<file path="src/rtl/piso_pkg.sv">
// Shared types and defaults for the PISO transmit scheduler.
package piso_pkg;

  localparam int unsigned DATA_WIDTH_DEF = 16;
  localparam int unsigned GAP_CYCLES_DEF = 1;

  typedef enum logic [1:0] {
    IDLE  = 2'd0,
    SHIFT = 2'd1,
    GAP   = 2'd2
  } state_e;

  typedef logic req_id_t;

endpackage

</file>
<file path="src/rtl/piso_tx_scheduler_if.sv">
// Two-requester word handshake bundle between producers and the scheduler.
interface piso_tx_scheduler_if
  import piso_pkg::*;
#(
  parameter int unsigned DATA_WIDTH = DATA_WIDTH_DEF
);

  logic                  Req0_Valid_In;
  logic [DATA_WIDTH-1:0] Req0_Data_In;
  logic                  Req0_Ready_Out;
  logic                  Req1_Valid_In;
  logic [DATA_WIDTH-1:0] Req1_Data_In;
  logic                  Req1_Ready_Out;

  modport master (
    output Req0_Valid_In, Req0_Data_In, Req1_Valid_In, Req1_Data_In,
    input  Req0_Ready_Out, Req1_Ready_Out
  );

  modport slave (
    input  Req0_Valid_In, Req0_Data_In, Req1_Valid_In, Req1_Data_In,
    output Req0_Ready_Out, Req1_Ready_Out
  );

endinterface

</file>
<file path="src/rtl/piso_shift_reg.sv">
// Falling-edge load/shift register; load wins over shift, zero fill, LSB out.
module piso_shift_reg
  import piso_pkg::*;
#(
  parameter int unsigned DATA_WIDTH = DATA_WIDTH_DEF
) (
  input  logic                  Clk_In,
  input  logic                  Reset_In,
  input  logic                  load,
  input  logic                  shift,
  input  logic [DATA_WIDTH-1:0] load_data,
  output logic                  serial_out
);

  logic [DATA_WIDTH-1:0] sreg_q;

  // Load a new word or shift right by one with zero fill.
  always_ff @(negedge Clk_In or posedge Reset_In) begin
    if (Reset_In) begin
      sreg_q <= '0;
    end else if (load) begin
      sreg_q <= load_data;
    end else if (shift) begin
      sreg_q <= {1'b0, sreg_q[DATA_WIDTH-1:1]};
    end
  end

  assign serial_out = sreg_q[0];

endmodule

</file>
<file path="src/rtl/piso_tx_scheduler.sv">
// Round-robin scheduler sharing one PISO register between two word requesters.
module piso_tx_scheduler
  import piso_pkg::*;
#(
  parameter int unsigned DATA_WIDTH = DATA_WIDTH_DEF,
  parameter int unsigned GAP_CYCLES = GAP_CYCLES_DEF
) (
  input  logic               Clk_In,
  input  logic               Reset_In,
  piso_tx_scheduler_if.slave req_if,
  output logic               Serial_Data_Out,
  output logic               Serial_Valid_Out,
  output logic               Frame_Start_Out,
  output logic               Frame_End_Out,
  output logic               Grant_Id_Out,
  output logic               Busy_Out
);

  localparam int unsigned BIT_W = $clog2(DATA_WIDTH);
  localparam int unsigned GAP_W = (GAP_CYCLES == 0) ? 1 : $clog2(GAP_CYCLES + 1);
  localparam logic [BIT_W-1:0] BIT_LAST = BIT_W'(DATA_WIDTH - 1);
  localparam logic [GAP_W-1:0] GAP_LAST = (GAP_CYCLES == 0) ? '0 : GAP_W'(GAP_CYCLES - 1);

  state_e                state_q;
  state_e                state_d;
  logic [BIT_W-1:0]      bit_cnt_q;
  logic [GAP_W-1:0]      gap_cnt_q;
  req_id_t               last_served_q;
  req_id_t               grant_q;
  logic                  win_valid_c;
  req_id_t               win_id_c;
  logic [DATA_WIDTH-1:0] win_data_c;
  logic                  accept_c;

  // Arbiter: single requester wins outright, a tie goes to the one not served last.
  always_comb begin
    win_valid_c = 1'b0;
    win_id_c    = 1'b0;
    if (req_if.Req0_Valid_In && req_if.Req1_Valid_In) begin
      win_valid_c = 1'b1;
      win_id_c    = ~last_served_q;
    end else if (req_if.Req0_Valid_In) begin
      win_valid_c = 1'b1;
      win_id_c    = 1'b0;
    end else if (req_if.Req1_Valid_In) begin
      win_valid_c = 1'b1;
      win_id_c    = 1'b1;
    end
    win_data_c = win_id_c ? req_if.Req1_Data_In : req_if.Req0_Data_In;
  end

  // State register.
  always_ff @(negedge Clk_In or posedge Reset_In) begin
    if (Reset_In) begin
      state_q <= IDLE;
    end else begin
      state_q <= state_d;
    end
  end

  // Next-state, handshake and frame-marker decode.
  always_comb begin
    state_d               = state_q;
    accept_c              = 1'b0;
    req_if.Req0_Ready_Out = 1'b0;
    req_if.Req1_Ready_Out = 1'b0;
    Serial_Valid_Out      = 1'b0;
    Frame_Start_Out       = 1'b0;
    Frame_End_Out         = 1'b0;
    Busy_Out              = 1'b1;
    unique case (state_q)
      IDLE: begin
        Busy_Out = 1'b0;
        // Reset gating keeps Ready low while reset is held.
        if (win_valid_c && !Reset_In) begin
          accept_c              = 1'b1;
          req_if.Req0_Ready_Out = ~win_id_c;
          req_if.Req1_Ready_Out = win_id_c;
          state_d               = SHIFT;
        end
      end
      SHIFT: begin
        Serial_Valid_Out = 1'b1;
        Frame_Start_Out  = (bit_cnt_q == '0);
        Frame_End_Out    = (bit_cnt_q == BIT_LAST);
        if (bit_cnt_q == BIT_LAST) begin
          state_d = (GAP_CYCLES == 0) ? IDLE : GAP;
        end
      end
      GAP: begin
        if (gap_cnt_q == GAP_LAST) begin
          state_d = IDLE;
        end
      end
      default: begin
        state_d = IDLE;
      end
    endcase
  end

  // Bit/gap counters saturate at their terminal counts; grant bookkeeping on accept.
  always_ff @(negedge Clk_In or posedge Reset_In) begin
    if (Reset_In) begin
      bit_cnt_q     <= '0;
      gap_cnt_q     <= '0;
      last_served_q <= 1'b1;
      grant_q       <= 1'b0;
    end else begin
      if (accept_c) begin
        bit_cnt_q     <= '0;
        last_served_q <= win_id_c;
        grant_q       <= win_id_c;
      end else if (state_q == SHIFT && bit_cnt_q != BIT_LAST) begin
        bit_cnt_q <= bit_cnt_q + BIT_W'(1);
      end
      if (state_q != GAP) begin
        gap_cnt_q <= '0;
      end else if (gap_cnt_q != GAP_LAST) begin
        gap_cnt_q <= gap_cnt_q + GAP_W'(1);
      end
    end
  end

  assign Grant_Id_Out = grant_q;

  // Shared shift register: loads on accept, shifts every SHIFT cycle.
  piso_shift_reg #(
    .DATA_WIDTH(DATA_WIDTH)
  ) u_shift_reg (
    .Clk_In    (Clk_In),
    .Reset_In  (Reset_In),
    .load      (accept_c),
    .shift     (state_q == SHIFT),
    .load_data (win_data_c),
    .serial_out(Serial_Data_Out)
  );

endmodule

</file>
<file path="src/flat_wrapper.sv">
// flat-port wrapper written by rule: the top's interface ports become plain ports
module piso_tx_scheduler_flat import piso_pkg::*;
#(
  parameter int unsigned DATA_WIDTH = DATA_WIDTH_DEF,
  parameter int unsigned GAP_CYCLES = GAP_CYCLES_DEF
)
  (Clk_In, Reset_In, Serial_Data_Out, Serial_Valid_Out, Frame_Start_Out, Frame_End_Out, Grant_Id_Out, Busy_Out, req_if_Req0_Valid_In, req_if_Req0_Data_In, req_if_Req1_Valid_In, req_if_Req1_Data_In, req_if_Req0_Ready_Out, req_if_Req1_Ready_Out);
  piso_tx_scheduler_if #(.DATA_WIDTH(DATA_WIDTH)) req_if_i ();
  input  logic Clk_In;
  input  logic Reset_In;
  output logic Serial_Data_Out;
  output logic Serial_Valid_Out;
  output logic Frame_Start_Out;
  output logic Frame_End_Out;
  output logic Grant_Id_Out;
  output logic Busy_Out;
  input wire logic [$bits(req_if_i.Req0_Valid_In)-1:0] req_if_Req0_Valid_In;
  input wire logic [$bits(req_if_i.Req0_Data_In)-1:0] req_if_Req0_Data_In;
  input wire logic [$bits(req_if_i.Req1_Valid_In)-1:0] req_if_Req1_Valid_In;
  input wire logic [$bits(req_if_i.Req1_Data_In)-1:0] req_if_Req1_Data_In;
  output wire logic [$bits(req_if_i.Req0_Ready_Out)-1:0] req_if_Req0_Ready_Out;
  output wire logic [$bits(req_if_i.Req1_Ready_Out)-1:0] req_if_Req1_Ready_Out;
  assign req_if_i.Req0_Valid_In = req_if_Req0_Valid_In;
  assign req_if_i.Req0_Data_In = req_if_Req0_Data_In;
  assign req_if_i.Req1_Valid_In = req_if_Req1_Valid_In;
  assign req_if_i.Req1_Data_In = req_if_Req1_Data_In;
  assign req_if_Req0_Ready_Out = req_if_i.Req0_Ready_Out;
  assign req_if_Req1_Ready_Out = req_if_i.Req1_Ready_Out;
  piso_tx_scheduler #(.DATA_WIDTH(DATA_WIDTH), .GAP_CYCLES(GAP_CYCLES)) u_core (.Clk_In(Clk_In), .Reset_In(Reset_In), .req_if(req_if_i), .Serial_Data_Out(Serial_Data_Out), .Serial_Valid_Out(Serial_Valid_Out), .Frame_Start_Out(Frame_Start_Out), .Frame_End_Out(Frame_End_Out), .Grant_Id_Out(Grant_Id_Out), .Busy_Out(Busy_Out));
endmodule
</file>
<file path="config.mk">
export PLATFORM = sky130hd
export DESIGN_NAME = piso_tx_scheduler_flat
export DESIGN_NICKNAME = d
export VERILOG_FILES = /design/src/rtl/piso_pkg.sv /design/src/rtl/piso_tx_scheduler_if.sv /design/src/rtl/piso_shift_reg.sv /design/src/rtl/piso_tx_scheduler.sv /design/src/flat_wrapper.sv
export SDC_FILE = /design/constraint.sdc
export NUM_CORES = 1
export LEC_CHECK = 0
export ABC_AREA = 1
export BUFFER_PORTS_ARGS = -buffer_cell sky130_fd_sc_hd__buf_2
export CORE_MARGIN = 5
export CORE_UTILIZATION = 54
export CTS_CLUSTER_DIAMETER = 120
export DETAILED_ROUTE_END_ITERATION = 10
export PLACE_DENSITY = 0.83
export SLEW_MARGIN = 20
export SYNTH_ARGS = -nofsm -noshare
export SYNTH_HDL_FRONTEND = slang
export SYNTH_HIERARCHICAL = 1
export SYNTH_SLANG_ARGS = --single-unit
</file>
<file path="constraint.sdc">
create_clock -name Clk_In -period 2.2 [get_ports Clk_In]
set_input_delay 0.22 -clock Clk_In [delete_from_list [all_inputs] [get_ports Clk_In]]
set_output_delay 0.22 -clock Clk_In [all_outputs]
set_load 0.02 [all_outputs]
</file>
==> flow_summary.yaml, run 1 <==
outcome:
  status: "complete, but fails checks"
  violations: "setup timing"
yosys:
  synthTopCellsByArea: "dfrtn_1, nand2_1, nand3_1, buf_6, nor2_8"
  synth_nets: 235
  syn-cell-area_sq_um: 1440
  synth_top_area_share_pct: 39.9
  ys_types: 22
  synth-seq-area-share_pct: 41.7
  syn_avg_cell_area_sq_um: 7.32
  synth.largest_area_cell: "dfrtn_1"
  synth.ff_latch_count: 24
  yosysWarnings: 6
  netlist_instances: 197
detailed_routing:
  drc: 0
  first_pass_iters: 4
  routed-via-count: 1458
  vias_per_cell: 5.01
  wl_per_cell_microns: 13.2
  drt-initial-drc-count: 53
  ant_nets: 0
  drt-total-wl_microns: 3830
placed_design:
  portBuffers: 43
  dp_hpwl_microns: 2520
  routabilityCongestion: 0.876
  post-place-ws_ns: -0.173
  place_area_sq_um: 1880
setup_path:
  worstPathRequired_ns: 1.98
  cpPeakStageDelay_ns: 0.38
  crit_path_frequent_cell: "nor2_4"
  crit_arrival_ns: 2.47
  cp_num_cells: 5
  end_kind: "output port"
  crit_chain: "buf_4 -> nor2_4 -> nand2_4 -> nor2_4 -> buf_6"
  crit_fanout: 4
  path_class: "flop to output port"
  slowest_stage: "dfrtn_1"
  crit_buf_inv: 2
  path_delay_family: "flip-flops"
  cp-start-kind: "flop"
  ff2ff_path_depth: 7
timing:
  hold_viol_final: 0
  grt_setup_unrepaired: "true"
  worst_pin_slew_ns: 0.337
  fin_ws_ns: -0.486
  clock_skew_ns: 0.0642
  slew_headroom_pct: 77.5
  finalSetupViolCount: 8
  finalMaxSlewViolations: 0
global_route:
  grt_max_degree: 22
  antenna_found_initial: 0
  grt_usage_pct: 21.3
  overflow: 0
  grt_pass1_wl_microns: 5950
  grt_pass1_vias: 1435
cts:
  clkLatencyLatePin_ns: 0.37
  cts_hold_buf: 0
  cts_buffers: 3
  clockRootBuffer: "clkbuf_4"
  cts_buffer_depth: 2
  clk_pin_slew_ns: 0.09
  ctsHtreeMaxLevel: 1
  cts_tree: "yes"
  clock-sinks: 24
finish:
  final_cell_area_sq_um: 2060
  num-fill-cells: 168
  fin_nets: 300
  drive_above_1_share_pct: 42.1
  diodes: 0
  utilization_pct: 81.5
  syn_to_final_growth_pct: 42.5
power_and_ir_drop:
  p_per_area_nw_per_um2: 1180
  p_sw_share_pct: 41.8
  combPwrFrac_pct: 53.1
  power.switching_w: 0.00101
  leakagePower_nw: 1.11
  p_seq_share_pct: 33.3
  p_int_w: 0.00141
  vdd_drop_max_v: 0.00117
  power.total_w: 0.00242
  clockPowerShare_pct: 13.6
die:
  die-area_sq_um: 3810
  start_util_pct: 57.2
  die_x_microns: 61.7
  io_pins: 44
  rows: 18
  core_area_sq_um: 2520
  die_h_microns: 61.7
job:
  maxCapViolCount: 0
hold_path:
  hp-class: "flop to flop"
  holdPathStages: 2
## state kept, by name, indices dropped and copies added (netlist names)
register,flops
u_core/bit_cnt_q,4
u_core/last_served_q,1
u_core/Grant_Id_Out,1
u_core/state_q,2
u_core/u_shift_reg/sreg_q,16
## repair_timing
item	in CTS	in global routing
pin swaps	6	5
gates resized for setup	16	8
buffers inserted	5	3
setup endpoints to repair	8	8
## path summary, 6_finish.rpt
check | from | end | slack [ns]
min reg2reg | u_core/u_shift_reg/sreg_q[15]$_DFFE_NP0P_ | u_core/u_shift_reg/sreg_q[15]$_DFFE_NP0P_ | 0.43
min | u_core/u_shift_reg/sreg_q[15]$_DFFE_NP0P_ | u_core/u_shift_reg/sreg_q[15]$_DFFE_NP0P_ | 0.43
max in group asynchronous | Reset_In | u_core/last_served_q$_DFFE_NP1P_ | 0.86
max | u_core/state_q[0]$_DFFE_NP0P_ | req_if_Req1_Ready_Out | -0.49
min in group asynchronous | Reset_In | u_core/Grant_Id_Out$_DFFE_NP0P_ | 0.98
max reg2reg | u_core/state_q[1]$_DFFE_NP0P_ | u_core/bit_cnt_q[0]$_DFFE_NP0P_ | 0.59
## layout make-up
type / count / area [sq um] / share of cell area [%]
Clock buffer: 3 / 22.5 / 1.10
Clock inverter: 2 / 33.8 / 1.64
Inverter: 13 / 56.3 / 2.74
Multi-Input combinational cell: 151 / 851 / 41.4
Sequential cell: 24 / 602 / 29.3
Tap cell: 30 / 37.5 / 1.83
Timing Repair Buffer: 68 / 453 / 22.0
## routing by layer
layer  routed length, microns  track usage, %
met1                     1580            26.0
met2                     1990            37.5
met3                      211            2.73
met4                       42            8.48
met5                        0               0
## synth_stat cells
master and number:
dfstp_2 1, inv_2 5, nand4_1 1, dfrtn_1 23, nor2_4 1, nor2_2 3, buf_2 2, a21oi_1 1
buf_4 2, nand2_1 91, a21o_1 1, o21ai_1 1, nand3_1 33, nand2_4 3, nor2_1 9, buf_6 4
nand3_2 1, nor4_1 1, o21ai_2 1, ha_1 2, inv_1 9, nor2_8 2
## cells by family after synthesis
family,share of synthesized area [%]
AND/OR/NAND/NOR,46.2
flip-flops,41.7
buffers and inverters,8.50
AO/OA/AOI/OAI,1.82
adder cells (fa/ha/maj),1.73
## per-stage QoR
step | cells | TNS (ns) | hold WS (ns)
finish | 291 | -2.78 | 0.431
global route | 291 | -3.20 | 0.466
CTS | 289 | -2.72 | 0.435
detailed placement | 280 | -2.51 | 0.430
global placement | 280 | -1.76 | 0.415
floorplan | 197 | -0.632 | 0.403
## cells in the final DEF (no fill, tap or decap), drive strengths merged
master  synthesis  layout
a21o            1       1
a21oi           1       1
buf             8      68
bufinv          0       1
clkbuf          0       3
dfrtn          23      23
dfstp           1       1
ha              2       2
inv            14      14
nand2          94      94
nand3          34      34
nand4           1       1
nor2           15      15
nor4            1       1
o21ai           2       2
## power groups by stage
stage	registers [W]	logic [W]	clock network (W)
after floorplan	0.000806	0.000798	0.00000569
after global placement	0.000793	0.00108	0.00000569
after detailed placement	0.000801	0.00110	0.00000569
after CTS	0.000799	0.00124	0.000338
after global routing	0.000824	0.00141	0.000352
final	0.000807	0.00129	0.000329
## worst register-to-register path, cell delays in order, from the launching register on
cell	delay (ns)
dfrtn_1	0.46
nor2_8	0.16
buf_4	0.12
buf_6	0.09
buf_4	0.31
nand2_4	0.13
o21ai_1	0.15
nor2_1	0.06
(Power assumes the default switching activity.)
==> run 2: changes to the inputs <==
--- a/config.mk
+++ b/config.mk
@@ -8,12 +8,11 @@
 export ABC_AREA = 1
 export BUFFER_PORTS_ARGS = -buffer_cell sky130_fd_sc_hd__buf_2
 export CORE_MARGIN = 5
-export CORE_UTILIZATION = 54
+export CORE_UTILIZATION = 55
 export CTS_CLUSTER_DIAMETER = 120
 export DETAILED_ROUTE_END_ITERATION = 10
-export PLACE_DENSITY = 0.83
+export PLACE_DENSITY = 0.84
 export SLEW_MARGIN = 20
 export SYNTH_ARGS = -nofsm -noshare
 export SYNTH_HDL_FRONTEND = slang
-export SYNTH_HIERARCHICAL = 1
 export SYNTH_SLANG_ARGS = --single-unit
==> flow_summary.yaml, run 2 <==
power_and_ir_drop:
  leakagePower_nw: 1.27
  vdd_drop_max_v: 0.000979
  p_per_area_nw_per_um2: 1140
outcome:
  violations: "setup timing"
  status: "complete, but fails checks"
cts:
  cts_tree: "yes"
  cts_buffers: 3
  clkLatencyLatePin_ns: 0.38
  clock-sinks: 24
  cts_buffer_depth: 2
  clockRootBuffer: "clkbuf_4"
  ctsHtreeMaxLevel: 1
  clk_pin_slew_ns: 0.09
setup_path:
  crit_arrival_ns: 2.61
  path_class: "flop to output port"
  crit_fanout: 3
  cp-start-kind: "flop"
  crit_buf_inv: 3
  worstPathRequired_ns: 1.98
  end_kind: "output port"
  path_delay_family: "flip-flops"
  cpPeakStageDelay_ns: 0.51
  slowest_stage: "dfrtn_1"
  crit_chain: "inv_2 -> nor2_4 -> inv_4 -> nor4_4 -> buf_4"
finish:
  utilization_pct: 81.5
  num-fill-cells: 174
  seqCellArea_sq_um: 602
  diodes: 0
  top_regs: "u_core.u_shift_reg.sreg_q: 16 flops, u_core.bit_cnt_q: 4 flops, u_core.state_q: 2 flops"
  final_cell_area_sq_um: 2190
  final_common_cell: "nand2_1"
  multi_input_area_sq_um: 876
  layout_common_cells: "nand2_1, buf_2, buf_4, dfrtn_1, nand3_1"
  largest_reg_flops: 16
  fin_nets: 335
  instances_no_fill: 327
  drive_above_1_share_pct: 35.8
  regMostFlops: "u_core.u_shift_reg.sreg_q"
  syn_to_final_growth_pct: 44.5
yosys:
  synthTopCellsByCount: "nand2_1, dfrtn_1, nand3_1, inv_1, nor2_1"
  syn_avg_cell_area_sq_um: 6.82
  synth_nets: 260
  synthTopCellsByArea: "dfrtn_1, nand2_1, nand3_1, nor2_4, inv_1"
  netlist_instances: 222
  ys_types: 20
  synth.largest_area_cell: "dfrtn_1"
  synth_edf_count: 0
  synth_top_area_share_pct: 38.0
  synth.ff_latch_count: 24
  async_flop_share_pct: 100
  syn-cell-area_sq_um: 1510
  yosysWarnings: 0
  yosysMostFrequentCell: "nand2_1"
  synth-seq-area-share_pct: 39.8
  ys.flop_type: "dfrtn_1"
timing:
  hold_slack_ns: 0.431
  fin_ws_ns: -0.632
  worst_pin_slew_ns: 0.304
  finalSetupViolCount: 8
  finalMaxSlewViolations: 0
  hold_viol_final: 0
  slew_headroom_pct: 79.7
  fin_tns_setup_ns: -3.01
  grt_setup_unrepaired: "true"
  clock_skew_ns: 0.0691
detailed_routing:
  drc: 0
  vias_per_cell: 5.28
  drt-total-wl_microns: 4780
  wl_per_cell_microns: 14.6
  drt-initial-drc-count: 117
  dr.max_layer_used: "met4"
  drt-met1-wl_microns: 1820
  met2_length_microns: 2280
  ant_nets: 0
  routed-wl-met3_microns: 438
  first_pass_iters: 4
  routed-via-count: 1725
job:
  maxCapViolCount: 0
die:
  rows: 19
  start_util_pct: 56.4
  core_area_sq_um: 2690
  die-area_sq_um: 3900
  die_x_microns: 62.5
  io_pins: 44
  die_h_microns: 62.5
placed_design:
  dp_hpwl_microns: 2630
  portBuffers: 43
  place_area_sq_um: 1930
  routabilityCongestion: 0.791
  dp_cells: 306
global_route:
  grt_usage_pct: 23.9
  overflow: 0
  grt_pass1_vias: 1583
  grt_max_degree: 25
  grt_pass1_wl_microns: 7520
  antenna_found_initial: 0
hold_path:
  hp-class: "flop to flop"
## run 2: cell count changes after synthesis, sizes merged
cell   delta
a21o      -1
a21oi     +1
buf       +1
inv       -4
nand2    +44
nand3    -14
nand4     -1
nor2      -3
o21ai     +2
## run 2: final timing paths
| kind | from | to | slack (ns) | depth (start not counted) |
|---|---|---|---|---|
| max | u_core.state_q[0]$_DFFE_NP0P_ | Frame_Start_Out | -0.63 | 5 |
| min | u_core.u_shift_reg.sreg_q[12]$_DFFE_NP0P_ | u_core.u_shift_reg.sreg_q[12]$_DFFE_NP0P_ | 0.43 | 2 |
| max reg2reg | u_core.last_served_q$_DFFE_NP1P_ | u_core.u_shift_reg.sreg_q[2]$_DFFE_NP0P_ | 0.53 | 10 |
| min reg2reg | u_core.u_shift_reg.sreg_q[12]$_DFFE_NP0P_ | u_core.u_shift_reg.sreg_q[12]$_DFFE_NP0P_ | 0.43 | 2 |
| max in group asynchronous | Reset_In | u_core.last_served_q$_DFFE_NP1P_ | 0.83 | 3 |
| min in group asynchronous | Reset_In | u_core.u_shift_reg.sreg_q[0]$_DFFE_NP0P_ | 1.02 | 3 |
## run 2: where the power goes
group	total [W]	switching, W	internal [W]	leakage, nW
registers	0.000783	0.000147	0.000637	0.308
logic	0.00142	0.000778	0.000639	0.931
clock network	0.000286	0.000145	0.000141	0.0315
total	0.00249	0.00107	0.00142	1.27
## run 2: cells by family after synthesis
| logic type | after synthesis | share of synthesized area (%) |
|---|---|---|
| simple gates | 171 | 48.8 |
| flops | 24 | 39.8 |
| buf+inv | 19 | 7.85 |
| compound gates | 6 | 1.98 |
| fa+ha+maj | 2 | 1.65 |
## run 2: cell type report
| type | instances | area share, % |
|---|---|---|
| Multi-Input combinational cell | 180 | 40.0 |
| Sequential cell | 24 | 27.5 |
| Clock inverter | 1 | 0.172 |
| Inverter | 9 | 1.94 |
| Clock buffer | 4 | 2.17 |
| Tap cell | 31 | 1.77 |
| Timing Repair Buffer | 78 | 26.4 |
## run 2: metrics by stage
step | power (W) | worst slack, ns
finish | 0.00249 | -0.632
floorplan | 0.00152 | -0.236
global placement | 0.00182 | -0.156
detailed placement | 0.00186 | -0.174
global route | 0.00267 | -0.735
CTS | 0.00234 | -0.474
## run 2: worst reg2reg max path, stage by stage, from the launching register on
cell,delay (ns)
dfstp_2,0.55
nand2_4,0.08
buf_4,0.14
buf_4,0.14
buf_6,0.14
nand3_1,0.07
nand2_1,0.06
nand2_1,0.07
nand2_1,0.07
nand2_1,0.07
nand2_1,0.07
## run 2: repair_timing
action / in CTS / in global routing
buffers inserted: 11 / 5
setup endpoints to repair: 8 / 14
hold endpoints to repair: 0 / 0
cloned: 1 / 0
hold buffers: 0 / 0
pin swaps: 8 / 3
resized for setup: 21 / 5
## run 2: metal layers
| layer | track usage, % | vias up |
|---|---|---|
| li1 | - | 831 |
| met1 | 29.0 | 770 |
| met2 | 38.3 | 104 |
| met3 | 5.22 | 20 |
| met4 | 14.6 | 0 |
| met5 | 0 | - |
